--- src/rtl/nn_pkg.sv ---
//------------------------------------------------------------------------------
// nn_pkg : widths and FSM state type shared by the neural-network blocks
// Revision: 1.0
//------------------------------------------------------------------------------
`default_nettype none

package nn_pkg;

  localparam int H_W    = 10;  // hidden activation, unsigned Q3.7
  localparam int W_W    = 8;   // output weight, unsigned Q1.7
  localparam int FRAC_W = 7;
  localparam int OUT_W  = 13;  // result, Q6.7

  typedef enum logic [1:0] {
    ST_IDLE  = 2'd0,
    ST_ACCUM = 2'd1,
    ST_DONE  = 2'd2
  } nn_state_t;

endpackage

`default_nettype wire

--- src/rtl/output_neuron_mac.sv ---
//------------------------------------------------------------------------------
// output_neuron_mac : serial MAC of hidden activations against output weights,
//                     producing the weighted sum and a threshold class bit
// Revision: 1.0
//------------------------------------------------------------------------------
`default_nettype none

module output_neuron_mac
  import nn_pkg::*;
#(
  parameter int N_HIDDEN = 4,
  parameter int IDX_W    = $clog2(N_HIDDEN)
) (
  input  logic             clk_i,
  input  logic             rst_i,
  input  logic             start_i,
  input  logic [H_W-1:0]   h_i,
  input  logic             h_valid_i,
  output logic             h_ready_o,
  output logic [IDX_W-1:0] w_idx_o,
  input  logic [W_W-1:0]   w_i,
  input  logic [OUT_W-1:0] thresh_i,
  output logic [OUT_W-1:0] out_o,
  output logic             class_o,
  output logic             out_valid_o,
  output logic             busy_o
);

  localparam int PROD_W = H_W + W_W;
  localparam int ACC_W  = (N_HIDDEN > 4) ? PROD_W + $clog2(N_HIDDEN) : 20;
  localparam int SHR_W  = ACC_W - FRAC_W;

  nn_state_t          state, state_nxt;
  logic [ACC_W-1:0]   acc;
  logic [IDX_W-1:0]   idx;
  logic [PROD_W-1:0]  prod;
  logic [ACC_W-1:0]   acc_sum;
  logic [SHR_W-1:0]   acc_shr;
  logic [OUT_W-1:0]   result;
  logic               xfer;
  logic               last;

  assign prod    = PROD_W'(h_i) * PROD_W'(w_i);
  assign acc_sum = acc + ACC_W'(prod);
  assign acc_shr = acc_sum[ACC_W-1:FRAC_W];
  assign xfer    = (state == ST_ACCUM) && h_valid_i;
  assign last    = (idx == IDX_W'(N_HIDDEN - 1));

  // Only wider accumulators can exceed the 13-bit result range.
  generate
    if (SHR_W > OUT_W) begin : g_sat
      assign result = (|acc_shr[SHR_W-1:OUT_W]) ? {OUT_W{1'b1}} : acc_shr[OUT_W-1:0];
    end else begin : g_nosat
      assign result = acc_shr[OUT_W-1:0];
    end
  endgenerate

  always_comb begin
    state_nxt   = state;
    h_ready_o   = 1'b0;
    out_valid_o = 1'b0;
    case (state)
      ST_IDLE: begin
        if (start_i) state_nxt = ST_ACCUM;
      end
      ST_ACCUM: begin
        h_ready_o = 1'b1;
        if (h_valid_i && last) state_nxt = ST_DONE;
      end
      ST_DONE: begin
        out_valid_o = 1'b1;
        state_nxt   = ST_IDLE;
      end
      default: state_nxt = ST_IDLE;
    endcase
  end

  always_ff @(posedge clk_i or negedge rst_i) begin
    if (!rst_i) begin
      state   <= ST_IDLE;
      acc     <= '0;
      idx     <= '0;
      out_o   <= '0;
      class_o <= 1'b0;
    end else begin
      state <= state_nxt;
      if ((state == ST_IDLE) && start_i) begin
        acc <= '0;
        idx <= '0;
      end
      if (xfer) begin
        acc <= acc_sum;
        // Wrap to 0 on the last transfer so the index reads 0 again in IDLE.
        idx <= last ? '0 : idx + IDX_W'(1);
        if (last) begin
          out_o   <= result;
          class_o <= (result >= thresh_i);
        end
      end
    end
  end

  assign w_idx_o = idx;
  assign busy_o  = (state != ST_IDLE);

endmodule

`default_nettype wire

--- config.mk ---
export PLATFORM = sky130hd
export DESIGN_NAME = output_neuron_mac
export DESIGN_NICKNAME = d
export VERILOG_FILES = /design/src/rtl/nn_pkg.sv /design/src/rtl/output_neuron_mac.sv
export SDC_FILE = /design/constraint.sdc
export NUM_CORES = 1
export LEC_CHECK = 0
export CAP_MARGIN = 20
export CORE_MARGIN = 5
export CORE_UTILIZATION = 59
export DETAILED_ROUTE_END_ITERATION = 8
export GPL_ROUTABILITY_DRIVEN = 0
export GPL_TIMING_DRIVEN = 0
export PLACE_DENSITY = 0.87
export SYNTH_ARGS = -nofsm -noshare
export SYNTH_HDL_FRONTEND = slang
export SYNTH_SLANG_ARGS = --single-unit
--- constraint.sdc ---
create_clock -name clk_i -period 14.65 [get_ports clk_i]
set_input_delay 2.93 -clock clk_i [delete_from_list [all_inputs] [get_ports clk_i]]
set_output_delay 2.93 -clock clk_i [all_outputs]
set_load 0.005 [all_outputs]
* Word level (Yosys, flattened, before mapping) *
Index checks and enable logic that the tools add are counted.

storage, ports and cells
  flip-flop bits (word level) = 38
  output and inout port bits = 19
  input bits = 35
  logic and storage cells = 32

operators by class
  $add $sub $neg = 2
  mux-type cells = 10
  reductions and logical operators = 8
  equality and inequality tests = 5
  multipliers = 1
  order comparisons = 1

operator list
  operator                                                                number
  20-bit 2-to-1 mux                                                       2
  20-bit by 18-bit adder with 20-bit output                               1
  10-bit by 8-bit multiplier with 18-bit output                           1
  13-bit greater-or-equal comparator                                      1
  2-bit 2-to-1 mux                                                        5
  2-bit equality test (second input constant)                             2
  2-bit case mux with 2 select lines                                      1
  2-bit AND reduction                                                     2
  2-bit nonzero test                                                      2
  1-bit logical AND                                                       3
  2-bit by 1-bit adder with 2-bit output (second input constant)          1
  2-bit by 1-bit equality test with 1-bit output (second input constant)  1
  2-bit logical NOT                                                       1
  1-bit 2-to-1 mux                                                        2
  2-bit by 1-bit != test with 1-bit output (second input constant)        1
  2-bit != test (second input constant)                                   1

* Longest topological paths before layout *
Gate-level depths: netlist of run 1.

  depth after elaboration = 4
  gate-level depth with buffers = 23
  depth with buffers taken out = 22

* Worst setup path after synthesis of run 1 *
OpenSTA, ideal clock, no wires.

  path kind = in2reg
  from = input w_i[1]
  to = register class_o
  library setup time = 0.121 ns
  path buffers = 1
  cell stages on the path = 22
  slack = 6.737 ns
  data arrival time = 7.792 ns
  path through = clkbuf_1 -> nand2_1 -> fa_1 -> inv_1 -> fa_1 -> inv_1 -> fa_1 -> fa_1 -> inv_1 -> ha_1 -> a21o_1 -> a221oi_4 -> nor4_1 -> and3b_1 -> mux2i_1 -> nand2b_1 -> ha_1 -> a21o_1 -> a21o_1 -> a21oi_1 -> nand2_1 -> o22a_1

on the way
  word-level cells in the longest chain between the ends = 3

RTL lines
  element                                        RTL line                 source
  start: declaration                             output_neuron_mac.sv:21  input logic [W_W-1:0] w_i,
  10-bit by 8-bit multiplier with 18-bit output  output_neuron_mac.sv:43  assign prod = PROD_W'(h_i) * PROD_W'(w_i);
  20-bit by 18-bit adder with 20-bit output      output_neuron_mac.sv:44  assign acc_sum = acc + ACC_W'(prod);
  net acc_sum[16]                                output_neuron_mac.sv:37  logic [ACC_W-1:0] acc_sum;
  13-bit greater-or-equal comparator             output_neuron_mac.sv:97  class_o <= (result >= thresh_i);
  end signal: assignment                         output_neuron_mac.sv:97
  end: declaration                               output_neuron_mac.sv:24  output logic class_o,

The timed path passes the listed nets, and every way through them passes these cells.
A chain may end at the register's enable or synchronous reset.

* Worst setup path after layout of run 1 *
  from = input w_i[7]
  to = register class_o

Same word-level chain as after synthesis.

==> impl_metrics.json, run 1 <==
{
  "status": "completed",
  "num_rows": 33,
  "cts_resized": 0,
  "postCtsSetupBuffers": 0,
  "postLayoutCellArea_um2": 5610,
  "rsz0062_at_grt": "false",
  "slew_violations": 0,
  "yosysUniqueCellTypes": 42,
  "cts_tree": "yes",
  "place_area_um2": 5530,
  "syn_nets": 690,
  "cts_max_level": 2,
  "drive_above_1_share_pct": 3.20,
  "ys_seq_area_share_pct": 19.4,
  "fin_setup_tns_ns": 0,
  "skew_ns": 0.00977,
  "dr.pass1.iters": 6,
  "antenna_cells": 0,
  "pin_count": 54,
  "worstPathArrival_ns": 8.77,
  "overflow": 0,
  "wire_per_inst_um": 15.5,
  "start_kind": "input pin",
  "postCtsHoldBufs": 0,
  "syn_to_final_growth_pct": 14.6,
  "antenna_found_initial": 0,
  "syn_inst": 535,
  "setup_viol": 0,
  "crit_fanout": 10,
  "max_slew_margin_pct": 45.8,
  "core_um2": 8130,
  "first_iter_violations": 163,
  "cts-buffers-inserted": 5,
  "grt_max_degree": 39,
  "ys_warn_count": 0,
  "via_per_inst": 5.60,
  "ant_nets": 0,
  "place_ws_ns": 5.81,
  "ys_ff_latch": 38,
  "tightestPinTransition_ns": 0.813,
  "final_core_util_pct": 68.9,
  "drc": 0,
  "vias": 3910,
  "cts_buffer_depth": 2,
  "fin_ws_ns": 6.07,
  "clk_pin_slew_ns": 0.07,
  "min_path_type": "register to register",
  "port_buffers": 51,
  "cts-root-buf": "clkbuf_8",
  "dieWidth_um": 101,
  "maxCapViolations": 0,
  "worstPathRequired_ns": 14.84,
  "async_flop_share_pct": 100,
  "clkSinkCount": 38,
  "fin_crit_sh_pct": 58.6,
  "insertion_delay_ns": 0.30,
  "synth_edf_count": 0,
  "die_area_um2": 10200,
  "initial_core_util_pct": 60.1,
  "hold_viol_final": 0,
  "holdPathStages": 2,
  "ys.flop_type": "dfrtp_1",
  "first_global_vias": 4203,
  "dp_hpwl_um": 9210,
  "grt_pass1_wl_um": 18900,
  "syn_avg_cell_area_um2": 9.14,
  "r2r_cells": 21,
  "die_h_um": 101,
  "crit_type": "input pin to register",
  "period_needed_ns": 8.58,
  "postRouteWirelength_um": 10800,
  "grtUsageTotal_pct": 23.2,
  "layout.nets": 748,
  "fmaxAchievable_mhz": 117,
  "synth_area_um2": 4890,
  "cp-end-kind": "register"
}
## logic make-up (layout without fill, tap and decap cells)
group                      count (synthesis)  in the layout  share of synthesized area [%]
buffers and inverters                    136            194                           10.5
adders and majority gates                120            120                           40.5
AOI/OAI and AO/OA                         78             78                           11.1
DFF                                       38             38                           19.4
xor gates and xnor gates                  14             14                           2.51
muxes                                      8              8                           1.87
and+or+nand+nor                          141            141                           14.1
## worst max-delay path, stage by stage
cell and delay (ns):
clkdlybuf4s50_1 0.66, nand2_1 0.14, fa_1 0.52, fa_1 0.56
inv_1 0.06, fa_1 0.54, inv_1 0.06, fa_1 0.54
inv_1 0.04, ha_1 0.36, and3_1 0.20, a221oi_4 0.37
nor4_1 0.11, and3b_1 0.30, mux2i_1 0.30, nand2b_1 0.12
ha_1 0.21, a21o_1 0.18, a21o_1 0.17, a21oi_1 0.16
nand2_1 0.07, o22a_1 0.16
## flip-flops by register name (all words and copies together) (netlist names)
name     flops
out_o       13
class_o      1
state        2
acc         20
w_idx_o      2
## per-stage QoR
stage               hold WS (ns)  instances
floorplan                  0.445        535
global placement           0.456        691
detailed placement         0.466        691
CTS                        0.483        698
global route               0.509        698
finish                     0.479        698
## synth_stat cells (2+ instances only)
library cell / n / area [um^2]
ha_1: 56 / 701
xor2_1: 7 / 61.3
fa_1: 64 / 1280
and2_1: 48 / 300
xnor2_1: 7 / 61.3
nand3_1: 2 / 10.0
nand2b_1: 2 / 12.5
o41ai_1: 3 / 26.3
a21oi_1: 21 / 105
inv_1: 126 / 473
nand4_1: 4 / 25.0
nand2_1: 68 / 255
o2111ai_1: 2 / 17.5
a22o_1: 16 / 140
mux2i_1: 2 / 20.0
o21ai_0: 17 / 85.1
buf_2: 2 / 10.0
clkbuf_1: 7 / 26.3
dfrtp_1: 38 / 951
mux2_2: 5 / 56.3
a21o_1: 6 / 45.0
o22a_1: 3 / 26.3
nor2b_1: 3 / 18.8
nor2_1: 8 / 30.0
## final cells by class
type / instances / area, um^2
multi-input cells: 361 / 3430
fillers: 614 / 2530
flip-flops and latches: 38 / 951
repair buffers: 51 / 505
inverters: 126 / 473
well taps: 105 / 131
clock buffers: 5 / 68.8
plain buffers: 10 / 40.0
clock inverters: 2 / 10.0
## cells in the final DEF, fill, tap and decap left out, types with 16 or more instances in the layout
cell	count
a21oi_1	21
a22o_1	16
and2_1	48
clkdlybuf4s50_1	50
dfrtp_1	38
fa_1	64
ha_1	56
inv_1	126
nand2_1	68
o21ai_0	17
## layer usage
layer | global-route usage [%] | vias to the layer above | wire length, um
met3 | 3.11 | 36 | 490
li1 | - | 1795 | -
met5 | 0 | - | 0
met2 | 41.6 | 143 | 5910
met4 | 8.79 | 0 | 334
met1 | 28.0 | 1936 | 4070
## path summary, 6_finish.rpt
| kind | startpoint | endpoint | slack [ns] |
|---|---|---|---|
| max | w_i[7] | class_o$_DFFE_PN0P_ | 6.07 |
| min | out_o[2]$_DFFE_PN0P_ | out_o[2]$_DFFE_PN0P_ | 0.48 |
| max reg2reg | acc[6]$_DFFE_PN0P_ | class_o$_DFFE_PN0P_ | 9.15 |
| min reg2reg | out_o[2]$_DFFE_PN0P_ | out_o[2]$_DFFE_PN0P_ | 0.48 |
| max in group asynchronous | rst_i | state[0]$_DFFE_PN0P_ | 11.40 |
| min in group asynchronous | rst_i | acc[18]$_DFFE_PN0P_ | 2.72 |
Power of run 1 is not shown: default switching activity piles up to over one toggle a cycle in this logic, so the estimate is an artifact.
==> run 2: changes to the inputs <==
--- a/config.mk
+++ b/config.mk
@@ -7,11 +7,11 @@
 export LEC_CHECK = 0
 export CAP_MARGIN = 20
 export CORE_MARGIN = 5
-export CORE_UTILIZATION = 59
+export CORE_UTILIZATION = 53
 export DETAILED_ROUTE_END_ITERATION = 8
 export GPL_ROUTABILITY_DRIVEN = 0
 export GPL_TIMING_DRIVEN = 0
-export PLACE_DENSITY = 0.87
+export PLACE_DENSITY = 0.83
 export SYNTH_ARGS = -nofsm -noshare
 export SYNTH_HDL_FRONTEND = slang
 export SYNTH_SLANG_ARGS = --single-unit
==> constraint.sdc (replaced) <==
create_clock -name clk_i -period 7.3 [get_ports clk_i]
set_input_delay 1.46 -clock clk_i [delete_from_list [all_inputs] [get_ports clk_i]]
set_output_delay 1.46 -clock clk_i [all_outputs]
set_load 0.005 [all_outputs]
==> impl_metrics.json, run 2 (synthesized netlist as in run 1, its figures left out) <==
{
  "cts-buffers-inserted": 5,
  "status": "completed",
  "fin_ws_ns": 0.304,
  "drc": 0,
  "worstSetupEndpoint": "class_o$_DFFE_PN0P_",
  "rsz0062_at_grt": "false",
  "fmaxAchievable_mhz": 143,
  "grtUsageTotal_pct": 21.0,
  "skew_ns": 0.0104,
  "reg2reg_slack_ns": 1.91,
  "cts_max_level": 2,
  "final_core_util_pct": 61.9,
  "cts-root-buf": "clkbuf_8",
  "setup_viol": 0,
  "r2r_start": "acc[6]$_DFFE_PN0P_",
  "cts_buffer_depth": 2,
  "port_buffers": 51,
  "final_cells": 705,
  "ant_nets": 0,
  "grt_pass1_wl_um": 19200,
  "dp_hpwl_um": 9110,
  "clkSinkCount": 38,
  "postCtsHoldBufs": 0,
  "period_needed_ns": 7.00,
  "postCtsSetupBuffers": 0,
  "cp-startpoint": "w_i[4]",
  "hp-start": "out_o[3]$_DFFE_PN0P_",
  "num-fill-cells": 736,
  "place_ws_ns": -0.0644,
  "cp-end-kind": "register",
  "crit_fanout": 10,
  "insertion_delay_ns": 0.29,
  "cts_resized": 0,
  "antenna_cells": 0,
  "postRouteWirelength_um": 10800,
  "place_inst": 697,
  "start_kind": "input pin",
  "syn_to_final_growth_pct": 15.3,
  "r2r_end": "class_o$_DFFE_PN0P_",
  "crit_type": "input pin to register",
  "cts_tree": "yes",
  "clk_pin_slew_ns": 0.07,
  "min_path_type": "register to register",
  "tightestPinTransition_ns": 0.853,
  "worstPathArrival_ns": 7.18,
  "r2r_cells": 21,
  "core_um2": 9110,
  "first_global_vias": 4159,
  "dieWidth_um": 106,
  "wire_per_inst_um": 15.3,
  "drive_above_1_share_pct": 3.37,
  "die_h_um": 106,
  "die_area_um2": 11300,
  "overflow": 0,
  "grt_max_degree": 39,
  "num_rows": 35,
  "final_cell_mix": "inv_1, nand2_1, fa_1",
  "vias": 3800,
  "fin_crit_sh_pct": 95.8,
  "layout.nets": 748,
  "via_per_inst": 5.39,
  "hold_viol_final": 0,
  "reg_top3": "acc (20), out_o (13)",
  "layout_commonest_cell": "inv_1",
  "largest_reg_flops": 20,
  "initial_core_util_pct": 53.7,
  "regMostFlops": "acc",
  "worstPathRequired_ns": 7.48,
  "first_iter_violations": 194,
  "antenna_found_initial": 0,
  "dr.pass1.iters": 4,
  "maxCapViolations": 0,
  "max_slew_margin_pct": 43.2,
  "pin_count": 54,
  "slew_violations": 0
}
run 2: how the worst min path moves through the flow:
| stage | slack [ns] | depth (start not counted) | endpoint |
|---|---|---|---|
| 2_1_floorplan | 0.45 | 1 | state[0]$_DFFE_PN0P_ |
| 3_3_place_gp | 0.46 | 2 | out_o[3]$_DFFE_PN0P_ |
| 3_5_place_dp | 0.47 | 2 | out_o[3]$_DFFE_PN0P_ |
| 4_1_cts | 0.49 | 2 | out_o[3]$_DFFE_PN0P_ |
| 5_1_grt | 0.51 | 2 | out_o[1]$_DFFE_PN0P_ |
| 6_report | 0.48 | 2 | out_o[3]$_DFFE_PN0P_ |
run 2: layer usage:
| metal | vias up | track usage [%] | routed length (um) |
|---|---|---|---|
| met5 | - | 0 | 0 |
| met1 | 1884 | 25.4 | 4300 |
| li1 | 1795 | - | - |
| met2 | 94 | 38.2 | 5760 |
| met3 | 27 | 3.28 | 412 |
| met4 | 0 | 6.66 | 287 |
run 2: per-stage QoR:
stage / area, um^2 / hold WS (ns) / setup TNS [ns]
after floorplan: 4890 / 0.445 / 0
after global placement: 5540 / 0.463 / 0
after detailed placement: 5540 / 0.471 / -0.0644
after CTS: 5630 / 0.487 / 0
after global routing: 5640 / 0.511 / 0
final: 5640 / 0.481 / 0
run 2: critical path, cell delays in order:
cell and delay [ns]:
clkdlybuf4s50_1 0.69, nand2_1 0.15, fa_1 0.51, fa_1 0.50, inv_1 0.06, fa_1 0.53
inv_1 0.06, fa_1 0.53, inv_1 0.04, ha_1 0.36, and3_1 0.21, a221oi_4 0.36
nor4_1 0.10, and3b_1 0.28, mux2i_1 0.32, nand2b_1 0.10, ha_1 0.19, a21o_1 0.17
a21o_1 0.18, a21oi_1 0.15, nand2_1 0.07, o22a_1 0.16
run 2: cell type report:
cell class	count	area (um^2)	share of cell area (%)
Sequential cell	38	951	16.9
Clock buffer	7	86.3	1.53
Multi-Input combinational cell	361	3440	60.9
Inverter	126	473	8.39
Buffer	10	40.0	0.710
Clock inverter	1	5.00	0.0887
Tap cell	111	139	2.46
Timing Repair Buffer	51	510	9.05
Power of run 2 is left out for the same reason.
==> run 3: changes to the inputs <==
--- a/config.mk
+++ b/config.mk
@@ -12,6 +12,7 @@
 export GPL_ROUTABILITY_DRIVEN = 0
 export GPL_TIMING_DRIVEN = 0
 export PLACE_DENSITY = 0.83
+export REMOVE_ABC_BUFFERS = 1
 export SYNTH_ARGS = -nofsm -noshare
 export SYNTH_HDL_FRONTEND = slang
 export SYNTH_SLANG_ARGS = --single-unit
==> impl_metrics.json, run 3 (synthesized netlist as in run 1, its figures left out) <==
{
  "status": "completed",
  "syn_to_final_growth_pct": 16.3,
  "maxCapViolations": 0,
  "insertion_delay_ns": 0.31,
  "drc": 0,
  "drive_above_1_share_pct": 3.41,
  "cts-buffers-inserted": 5,
  "dp_hpwl_um": 9040,
  "globalRouteMet2Util_pct": 37.5,
  "fmaxAchievable_mhz": 143,
  "cts_buffer_depth": 2,
  "max_slew_margin_pct": 42.2,
  "skew_ns": 0.00763,
  "cts_tree": "yes",
  "cts_max_level": 2,
  "dr.pass1.iters": 4,
  "min_to": "acc[5]$_DFFE_PN0P_",
  "r2r_cells": 21,
  "antenna_found_initial": 0,
  "crit_fanout": 8,
  "clk_pin_slew_ns": 0.08,
  "dieWidth_um": 106,
  "r2r_end": "class_o$_DFFE_PN0P_",
  "worstPathRequired_ns": 7.49,
  "num-fill-cells": 752,
  "cts-root-buf": "clkbuf_8",
  "postCtsHoldBufs": 0,
  "area.sequential_um2": 951,
  "slew_violations": 0,
  "reg_top3": "acc (20), out_o (13)",
  "vias": 3820,
  "grtUsageTotal_pct": 20.6,
  "wire_per_inst_um": 15.5,
  "postRouteWirelength_um": 10800,
  "largest_reg_flops": 20,
  "layout_commonest_cell": "inv_1",
  "first_iter_violations": 179,
  "crit_type": "input pin to register",
  "worstPathArrival_ns": 7.19,
  "final_cell_mix": "inv_1, nand2_1, fa_1",
  "first_global_vias": 4175,
  "hp-start": "acc[5]$_DFFE_PN0P_",
  "use_met3_pct": 3.70,
  "min_path_type": "register to register",
  "antenna_cells": 0,
  "multi_input_area_um2": 3430,
  "hold_viol_final": 0,
  "fin_ws_ns": 0.299,
  "regMostFlops": "acc",
  "port_buffers": 53,
  "clkSinkCount": 38,
  "reg2reg_slack_ns": 1.85,
  "overflow": 0,
  "holdPathStages": 2,
  "layout.nets": 741,
  "period_needed_ns": 7.00,
  "top_usage_layer": "met2",
  "grt_use_met1_pct": 25.4,
  "initial_core_util_pct": 53.7,
  "die_h_um": 106,
  "die_area_um2": 11300,
  "setup_viol": 0,
  "fin_crit_sh_pct": 95.9,
  "cp-end-kind": "register",
  "r2r_start": "acc[6]$_DFFE_PN0P_",
  "core_um2": 9110,
  "cts_resized": 0,
  "start_kind": "input pin",
  "grt_max_degree": 39,
  "grt_pass1_wl_um": 19000,
  "place_ws_ns": -0.127,
  "num_rows": 35,
  "pin_count": 54,
  "postCtsSetupBuffers": 0,
  "ant_nets": 0,
  "tightestPinTransition_ns": 0.867,
  "via_per_inst": 5.47,
  "rsz0062_at_grt": "false"
}
run 3: cell count changes in the layout (fill, tap and decap cells not counted), sizes merged:
cell,change
clkbuf,-8
dlymetal6s2s,+5
clkdlybuf4s50,-3
buf,-2
bufinv,+2
clkinv,-1
run 3: through the flow:
step	instance area [um^2]	hold WS (ns)	std cells	utilization [%]	TNS, ns
after floorplan	4850	0.445	525	-	0
after global placement	5520	0.461	689	60.6	0
after detailed placement	5530	0.474	690	60.7	-0.127
after CTS	5670	0.493	698	62.3	0
after global routing	5690	0.514	698	62.5	0
final	5690	0.489	698	62.5	0
run 3: how the worst max path moves through the flow:
| stage | start | to | cells after the start |
|---|---|---|---|
| 3_3_place_gp | w_i[7] | class_o$_DFFE_PN0P_ | 22 |
| 2_1_floorplan | h_i[0] | class_o$_DFFE_PN0P_ | 21 |
| 6_report | h_i[1] | class_o$_DFFE_PN0P_ | 22 |
| 3_5_place_dp | w_i[7] | class_o$_DFFE_PN0P_ | 22 |
| 4_1_cts | w_i[7] | class_o$_DFFE_PN0P_ | 22 |
| 5_1_grt | h_i[1] | class_o$_DFFE_PN0P_ | 22 |
run 3: worst max-delay path, cell delays in order:
cell and delay (ns):
clkdlybuf4s50_1 0.64, nand2_1 0.12, fa_1 0.51, fa_1 0.54, inv_1 0.05, fa_1 0.52, inv_1 0.05, fa_1 0.54
inv_1 0.05, ha_1 0.37, and3_1 0.21, a221oi_4 0.37, nor4_1 0.10, and3b_1 0.31, mux2i_2 0.31, nand2b_1 0.11
ha_1 0.19, a21o_1 0.18, a21o_1 0.17, a21oi_1 0.13, nand2_1 0.06, o22a_1 0.18
run 3: metal layers:
metal	up-vias	wire length [um]
li1	1779	-
met1	1925	4350
met2	96	5770
met3	20	517
met4	0	203
met5	-	0
run 3: layout make-up:
class,count,share of cell area [%]
well taps,111,2.44
clock inverters,2,1.06
repair buffers,54,9.74
clock buffers,6,1.45
flip-flops and latches,38,16.7
inverters,126,8.31
multi-input cells,361,60.3
Power of run 3 is left out for the same reason.
